### config.mk
export PLATFORM = sky130hd
export DESIGN_NAME = pit_write_sequencer
export DESIGN_NICKNAME = d
export VERILOG_FILES = /design/src/rtl/pit_write_sequencer.sv
export SDC_FILE = /design/constraint.sdc
export NUM_CORES = 1
export LEC_CHECK = 0
export ABC_AREA = 1
export CORE_MARGIN = 3
export CORE_UTILIZATION = 40
export DETAILED_ROUTE_END_ITERATION = 6
export PLACE_DENSITY = 0.74
export SETUP_SLACK_MARGIN = 0.4
export SLEW_MARGIN = 20
export SYNTH_ARGS = -nofsm -noshare
export SYNTH_HDL_FRONTEND = slang
export SYNTH_SLANG_ARGS = --single-unit
### constraint.sdc
create_clock -name CLK -period 3.2 [get_ports CLK]
set_input_delay 0.32 -clock CLK [delete_from_list [all_inputs] [get_ports CLK]]
set_output_delay 0.32 -clock CLK [all_outputs]
set_load 0.02 [all_outputs]
### src/rtl/pit_write_sequencer.sv
// 8254 bus-write sequencer: decodes control words and count bytes into the
// per-counter load handshake (selector, count byte, two-byte flag, NEW_COUNT).
module pit_write_sequencer #(
  parameter int LOAD_HOLD = 2,
  parameter int NUM_CNT   = 3
) (
  input  logic       CLK,
  input  logic       RST_N,
  input  logic       CS_N,
  input  logic       WR_N,
  input  logic [1:0] A,
  input  logic [7:0] D,
  output logic [2:0] COUNTER_SELECTOR,
  output logic [7:0] INITIAL_COUNT,
  output logic       COUNT_BYTE_SEL,
  output logic [2:0] TWO_BYTE_COUNTER,
  output logic [2:0] NEW_COUNT,
  output logic [8:0] MODE,
  output logic [2:0] BCD,
  output logic [2:0] LATCH
);

  logic                        wr_prev_q, wr_prev_d;
  logic [NUM_CNT-1:0][1:0]     rw_q, rw_d;
  logic [NUM_CNT-1:0][2:0]     mode_q, mode_d;
  logic [NUM_CNT-1:0]          bcd_q, bcd_d;
  logic [NUM_CNT-1:0]          ptr_q, ptr_d;
  logic [NUM_CNT-1:0]          sel_q, sel_d;
  logic [7:0]                  init_q, init_d;
  logic                        byte_sel_q, byte_sel_d;
  logic [NUM_CNT-1:0]          two_byte_q, two_byte_d;
  logic [NUM_CNT-1:0]          new_count_q, new_count_d;
  logic [NUM_CNT-1:0]          latch_q, latch_d;
  logic [3:0]                  hold_cnt_q, hold_cnt_d;
  logic [1:0]                  hold_own_q, hold_own_d;
  logic                        wr_evt;
  logic                        final_byte;
  logic [1:0]                  sc;
  logic [1:0]                  rw_new;

  assign wr_evt = !CS_N && !WR_N && wr_prev_q;
  assign sc     = D[7:6];
  assign rw_new = D[5:4];

  always_comb begin
    wr_prev_d   = WR_N;
    rw_d        = rw_q;
    mode_d      = mode_q;
    bcd_d       = bcd_q;
    ptr_d       = ptr_q;
    sel_d       = sel_q;
    init_d      = init_q;
    byte_sel_d  = byte_sel_q;
    two_byte_d  = two_byte_q;
    new_count_d = new_count_q;
    latch_d     = '0;
    hold_cnt_d  = hold_cnt_q;
    hold_own_d  = hold_own_q;
    final_byte  = 1'b0;

    // Hold countdown; a write event below may override the release.
    if (hold_cnt_q != 4'd0) begin
      if (hold_cnt_q == 4'd1) begin
        new_count_d[hold_own_q] = 1'b1;
        hold_cnt_d              = 4'd0;
      end else begin
        hold_cnt_d = hold_cnt_q - 4'd1;
      end
    end

    if (wr_evt) begin
      if (A == 2'b11) begin
        if (sc != 2'b11) begin
          if (rw_new == 2'b00) begin
            latch_d[sc] = 1'b1;
          end else begin
            rw_d[sc]        = rw_new;
            mode_d[sc]      = (D[3:2] == 2'b11) ? {1'b0, D[2:1]} : D[3:1];
            bcd_d[sc]       = D[0];
            ptr_d[sc]       = 1'b0;
            two_byte_d[sc]  = (rw_new == 2'b11);
            new_count_d[sc] = 1'b0;
            if (hold_cnt_q != 4'd0 && hold_own_q == sc) begin
              hold_cnt_d = 4'd0;
            end
          end
        end
      end else if (rw_q[A] != 2'b00) begin
        // Any accepted count write ends the current hold; another owner is released now.
        if (hold_cnt_q != 4'd0 && hold_own_q != A) begin
          new_count_d[hold_own_q] = 1'b1;
        end
        hold_cnt_d     = 4'd0;
        sel_d          = 3'b001 << A;
        init_d         = D;
        new_count_d[A] = 1'b0;
        case (rw_q[A])
          2'b01: begin
            byte_sel_d = 1'b0;
            final_byte = 1'b1;
          end
          2'b10: begin
            byte_sel_d = 1'b1;
            final_byte = 1'b1;
          end
          default: begin
            byte_sel_d = ptr_q[A];
            final_byte = ptr_q[A];
            ptr_d[A]   = !ptr_q[A];
          end
        endcase
        if (final_byte) begin
          hold_cnt_d = 4'(LOAD_HOLD);
          hold_own_d = A;
        end
      end
    end
  end

  always_ff @(posedge CLK or negedge RST_N) begin
    if (!RST_N) begin
      wr_prev_q   <= 1'b1;
      rw_q        <= '0;
      mode_q      <= '0;
      bcd_q       <= '0;
      ptr_q       <= '0;
      sel_q       <= '0;
      init_q      <= '0;
      byte_sel_q  <= 1'b0;
      two_byte_q  <= '0;
      new_count_q <= '1;
      latch_q     <= '0;
      hold_cnt_q  <= '0;
      hold_own_q  <= '0;
    end else begin
      wr_prev_q   <= wr_prev_d;
      rw_q        <= rw_d;
      mode_q      <= mode_d;
      bcd_q       <= bcd_d;
      ptr_q       <= ptr_d;
      sel_q       <= sel_d;
      init_q      <= init_d;
      byte_sel_q  <= byte_sel_d;
      two_byte_q  <= two_byte_d;
      new_count_q <= new_count_d;
      latch_q     <= latch_d;
      hold_cnt_q  <= hold_cnt_d;
      hold_own_q  <= hold_own_d;
    end
  end

  assign COUNTER_SELECTOR = sel_q;
  assign INITIAL_COUNT    = init_q;
  assign COUNT_BYTE_SEL   = byte_sel_q;
  assign TWO_BYTE_COUNTER = two_byte_q;
  assign NEW_COUNT        = new_count_q;
  assign MODE             = mode_q;
  assign BCD              = bcd_q;
  assign LATCH            = latch_q;

endmodule

==> impl_metrics.json, run 1 <==
{
  "cts_setup_buffers": 0,
  "syn_to_final_growth_pct": 25.0,
  "fmax_mhz": 447,
  "totalWireLength_mm": 5.44,
  "cts_resized": 0,
  "core_area_sq_mm": 0.00571,
  "relSlewSlack_pct": 59.7,
  "path_clk_slew_ps": 90,
  "cts_buffers": 5,
  "cts_hold_buffers": 0,
  "dieWidth_um": 84.2,
  "drive_above_1_share_pct": 10.6,
  "rsz0062_at_grt": "false",
  "synth-seq-cells": 49,
  "p_per_area_mw_per_mm2": 610,
  "die_h_um": 84.2,
  "ys.flop_type": "dfrtp_1",
  "setup_tns_ps": 0,
  "dr.pass1.iters": 4,
  "avgRoutedWirePerCell_um": 13.2,
  "post-route-drc-count": 0,
  "viasPerCell": 4.90,
  "clkLatencyLatePin_ps": 310,
  "power_leakage_nw": 1.50,
  "antenna_found_initial": 0,
  "post-route-period-util_pct": 69.9,
  "synth_fp_nets": 314,
  "rows": 27,
  "post-synth-top-area-cell": "dfrtp_1",
  "synth_common_cells": "nand2_1, dfrtp_1, inv_1",
  "async_reset_ff_share_pct": 100,
  "top_level_ports": 47,
  "synth_area_leaders": "dfrtp_1, nand2_1, inv_1",
  "dp.cells": 405,
  "holdWs_ps": 4.25,
  "cts_buffer_depth": 2,
  "fin_crit_ps": 2240,
  "clkSinkCount": 49,
  "ant_nets": 0,
  "nNetsFinal": 362,
  "slew_viol_final": 0,
  "status": "complete, no violations",
  "cp.arrival_ps": 2450,
  "syn-mean-instance-area_sq_um": 8.38,
  "fin_skew_ps": 8.22,
  "max_cap_viol_count": 0,
  "critPathMaxFanout": 8,
  "synth_top_cell_area_share_pct": 46.0,
  "yosysWarnings": 0,
  "portBuffers": 46,
  "yosysSeqAreaShare_pct": 50.3,
  "finalHoldViolCount": 0,
  "synth_cell_types": 27,
  "initial_core_util_pct": 42.8,
  "dp_hpwl_mm": 4.16,
  "critPathCaptureType": "flop",
  "htree_levels": 2,
  "synth.most_common_cell": "nand2_1",
  "crit_type": "primary input to flop",
  "worst_slew_pin_slew_ps": 605,
  "vias": 2017,
  "cts-root-buf": "clkbuf_8",
  "peakVddDrop_uv": 283,
  "required_ps": 3410,
  "grt_overflow": 0,
  "drt_iter0_drc": 121,
  "min_path_type": "primary input to asynchronous set/reset pin",
  "fin_cells": 412,
  "antenna_cells": 0,
  "gp_congestion": 0.886,
  "grt_use_total_pct": 16.7,
  "synthesis.area_sq_mm": 0.00245,
  "grt_max_degree": 50,
  "grt_pass1_vias": 2003,
  "cp-start-kind": "primary input",
  "grt_pass1_wl_mm": 9.39,
  "dieArea_sq_mm": 0.00709,
  "syn_inst": 292,
  "cts_tree": "yes",
  "setup_violations": 0,
  "synth_edf_count": 0
}
[kinds of logic (layout without fill, tap and decap cells)]
group	after synthesis	after routing	share of synthesized area, %
AND/OR/NAND/NOR	138	138	24.2
adder cells (fa/ha/maj)	8	8	4.09
flip-flops	49	49	50.3
AO/OA/AOI/OAI	56	56	13.8
buffers and inverters	41	89	7.57
[cells in the final DEF, fill, tap and decap left out]
master           instances
nand2_1                 95
dfrtp_1                 45
clkdlybuf4s50_1         45
inv_1                   31
nor2_1                  25
o21ai_0                 17
o21ai_2                 12
o21ai_1                 12
a21oi_1                 11
nand3_1                  8
ha_1                     8
clkbuf_8                 5
dfstp_2                  4
inv_2                    3
nand3_4                  3
or2_2                    2
buf_4                    2
a32oi_1                  1
a2bb2oi_1                1
nor2_2                   1
nor3b_1                  1
a21boi_1                 1
nor3_1                   1
inv_4                    1
nand2_4                  1
o211ai_1                 1
nand4_1                  1
inv_6                    1
bufinv_16                1
[state kept, by name (all words and copies together), names as in the netlist, 2 cells and up]
register,flops
BCD,3
COUNTER_SELECTOR,3
INITIAL_COUNT,8
LATCH,3
MODE,9
NEW_COUNT,3
TWO_BYTE_COUNTER,3
hold_cnt_q,4
hold_own_q,2
ptr_q,3
rw_q,6
[critical path: stages]
cell and delay, ps:
clkdlybuf4s50_1 590, inv_2 110, or2_2 280, a32oi_1 220, ha_1 310, o21ai_0 170, nand3_1 140, inv_1 130
nand2_1 60, nand2_1 60, nand2_1 50
[worst paths after layout]
kind	depth (start not counted)	from	slack (ps)	to
max in group asynchronous	1	RST_N	2780	LATCH[0]
worst max-delay path	11	A[0]	960	ptr_q[2]
worst min register to register	2	NEW_COUNT[0]	470	NEW_COUNT[0]
worst min-delay path	1	RST_N	4	BCD[0]
worst max register to register	9	rw_q[1]	1280	ptr_q[2]
min in group CLK	1	WR_N	440	wr_prev_q
[metal layers]
metal | vias to the layer above | share of wire [%] | GRT usage (%)
li1 | 1022 | - | -
met5 | - | 0 | 0
met2 | 45 | 49 | 27.3
met1 | 937 | 44 | 21.3
met3 | 13 | 4.3 | 4.02
met4 | 0 | 2.3 | 6.73
[report_power, final]
part           leakage (nW)  internal (mW)  switching, mW
registers             0.641          0.739         0.0753
logic                 0.802          0.261          0.346
clock network        0.0546          0.232          0.212
total                  1.50           1.23          0.633
[area by class of cell]
class	count	area, sq um
fill	526	2650
sequential	49	1230
multi-input combinational	202	1030
timing repair buffer	47	465
inverter	35	134
tap	72	90.1
clock buffer	5	68.8
clock inverter	2	38.8
[metrics by stage]
step / setup WS, ps / instance area [sq um] / total power [mW] / utilization (%)
finish: 962 / 3060 / 1.86 / 53.6
global route: 753 / 3060 / 1.99 / 53.6
CTS: 973 / 3060 / 1.88 / 53.5
detailed placement: 645 / 2950 / 1.44 / 51.6
global placement: 705 / 2950 / 1.42 / 51.6
floorplan: 1460 / 2450 / 1.18 / -
Note: power is estimated with default switching activity, not from simulation.
==> run 2, diff against run 1 <==
==> constraint.sdc (replaced) <==
create_clock -name CLK -period 2.3 [get_ports CLK]
set_input_delay 0.23 -clock CLK [delete_from_list [all_inputs] [get_ports CLK]]
set_output_delay 0.23 -clock CLK [all_outputs]
set_load 0.02 [all_outputs]
==> run 2 against run 1 <==
Net effect: register-to-register slack worse by 840 ps; critical endpoint is now ptr_q[1]; core utilization up 1.7 points; sequential power up 40%; power up 42%; routed wire length up 2.4%; critical path depth down 2; non-clock buffer count up 8; critical path type is now flop to flop; global-route usage up 0.54 points; combinational power up 42%.
==> impl_metrics.json, run 2 (synthesis results as in run 1) <==
{
  "status": "complete, no violations",
  "worst_r2r_path_depth": 9,
  "crit_type": "flop to flop",
  "largest_reg_flops": 9,
  "fin_crit_ps": 1860,
  "vias": 2098,
  "grt_pass1_vias": 2133,
  "grt_use_total_pct": 17.2,
  "core_area_sq_mm": 0.00571,
  "avgRoutedWirePerCell_um": 13.2,
  "min_path_type": "primary input to asynchronous set/reset pin",
  "die_h_um": 84.2,
  "antenna_found_initial": 0,
  "path_cells": "or2_2, a32oi_2, ha_1, o21ai_1, nand3_2, inv_2, nand2_1, nand2_1, nand2_1",
  "holdWs_ps": 2.66,
  "critPathSlowestCell": "dfrtp_1",
  "clockPowerShare_pct": 24.4,
  "gp_congestion": 0.951,
  "cts_buffer_depth": 2,
  "cpLargestDelayFamily": "simple AND/OR/NAND/NOR gates",
  "portBuffers": 46,
  "grt_pass1_wl_mm": 10.1,
  "swShare_pct": 34.4,
  "p_sw_mw": 0.909,
  "dieArea_sq_mm": 0.00709,
  "critPathMaxFanout": 4,
  "r2r_end": "ptr_q[1]",
  "drive_above_1_share_pct": 14.6,
  "max_cap_viol_count": 0,
  "syn_to_final_growth_pct": 29.1,
  "max_stage_delay_ps": 390,
  "cp-start-kind": "flop",
  "worst_slew_pin_slew_ps": 595,
  "cts_buffers": 5,
  "combPwrFrac_pct": 32.5,
  "clkLatencyLatePin_ps": 310,
  "finalHoldViolCount": 0,
  "power_frac_seq_pct": 43.1,
  "pre_cts_ws_ps": -18.3,
  "setup_tns_ps": 0,
  "ant_nets": 0,
  "dp_hpwl_mm": 4.18,
  "htree_levels": 2,
  "path_common_cell": "nand2_1",
  "grt_overflow": 0,
  "viasPerCell": 4.98,
  "grt_max_degree": 50,
  "clkSinkCount": 49,
  "rows": 27,
  "slew_viol_final": 0,
  "power_mw": 2.64,
  "power_leakage_nw": 1.55,
  "fmax_mhz": 537,
  "dp.cells": 412,
  "required_ps": 2510,
  "worstPathBufferInverterCount": 1,
  "top_level_ports": 47,
  "dpl_cell_area_sq_mm": 0.00300,
  "worst_slack_ps": 437,
  "rsz0062_at_grt": "true",
  "path_clk_slew_ps": 100,
  "cts_tree": "yes",
  "relSlewSlack_pct": 60.3,
  "dieWidth_um": 84.2,
  "post-route-period-util_pct": 81.0,
  "post-route-drc-count": 0,
  "internal-power_mw": 1.73,
  "setup_violations": 0,
  "fillers": 514,
  "ff2ff_setup_slack_ps": 440,
  "critPathCaptureType": "flop",
  "mostFrequentLayoutCells": "nand2_1, dfrtp_1, clkdlybuf4s50_1",
  "fin_cells": 421,
  "nNetsFinal": 370,
  "cp.arrival_ps": 2070,
  "final_cell_area_sq_mm": 0.00316,
  "fin_skew_ps": 11.0,
  "antenna_cells": 0,
  "reg2reg_from": "rw_q[1]",
  "initial_core_util_pct": 42.8,
  "cts-root-buf": "clkbuf_8",
  "drt_iter0_drc": 128,
  "p_per_area_mw_per_mm2": 837,
  "totalWireLength_mm": 5.57,
  "final_util_pct": 55.3,
  "dr.pass1.iters": 4,
  "peakVddDrop_uv": 363,
  "layout_commonest_cell": "nand2_1"
}
==> run 2: changes by cell type in the layout (fill, tap and decap cells not counted), sizes merged <==
cell / delta
clkinv: +1
dlymetal6s2s: +1
clkdlybuf4s50: -2
buf: +8
dlygate4sd2: +1
==> run 2: cell type report <==
class	count	area [sq um]	share of cell area, %
clock inverters	3	50.0	1.59
flip-flops and latches	49	1230	39.0
well taps	72	90.1	2.85
clock buffers	5	68.8	2.18
repair buffers	55	524	16.6
multi-input cells	202	1060	33.5
inverters	35	134	4.24
==> run 2: power groups by stage <==
stage	Sequential (mW)	Clock, mW	Combinational [mW]
floorplan	1.25	0	0.402
global placement	1.15	0	0.831
detailed placement	1.16	0	0.846
CTS	1.14	0.660	0.855
global route	1.17	0.696	0.966
finish	1.14	0.645	0.859
==> run 2: worst reg2reg max path, delay by kind of cell, from the launching register on <==
| kind | cells | cell delay (ps) |
|---|---|---|
| AOI/OAI and AO/OA | 2 | 410 |
| buffers and inverters | 1 | 90 |
| adders and majority gates | 1 | 280 |
| DFF | 1 | 390 |
| and+or+nand+nor | 5 | 590 |
==> run 2: layer usage <==
layer	global-route usage (%)	wire length, um	part of all wire [%]
met5	0	0	0
met4	7.75	169	3.0
met3	3.53	245	4.4
met2	27.1	2640	47
met1	23.0	2520	45
==> run 2: worst max path at each step <==
stage                       start  endpoint  slack (ps)  cells after the start
after floorplan           rw_q[3]  ptr_q[1]         560                      9
after global placement       A[0]  ptr_q[1]          60                     11
after detailed placement     A[0]  ptr_q[1]         -20                     12
after CTS                 rw_q[1]  ptr_q[1]         460                      9
after global routing      rw_q[1]  ptr_q[2]         340                      9
final                     rw_q[1]  ptr_q[1]         440                      9
==> run 2: timing repair <==
item | in CTS | in global routing
hold endpoints to repair | 0 | 0
endpoints found under the setup margin | 4 | 19
buffers inserted | 0 | 1
hold buffers | 0 | 0
resized for setup | 5 | 6
pin swaps | 1 | 3
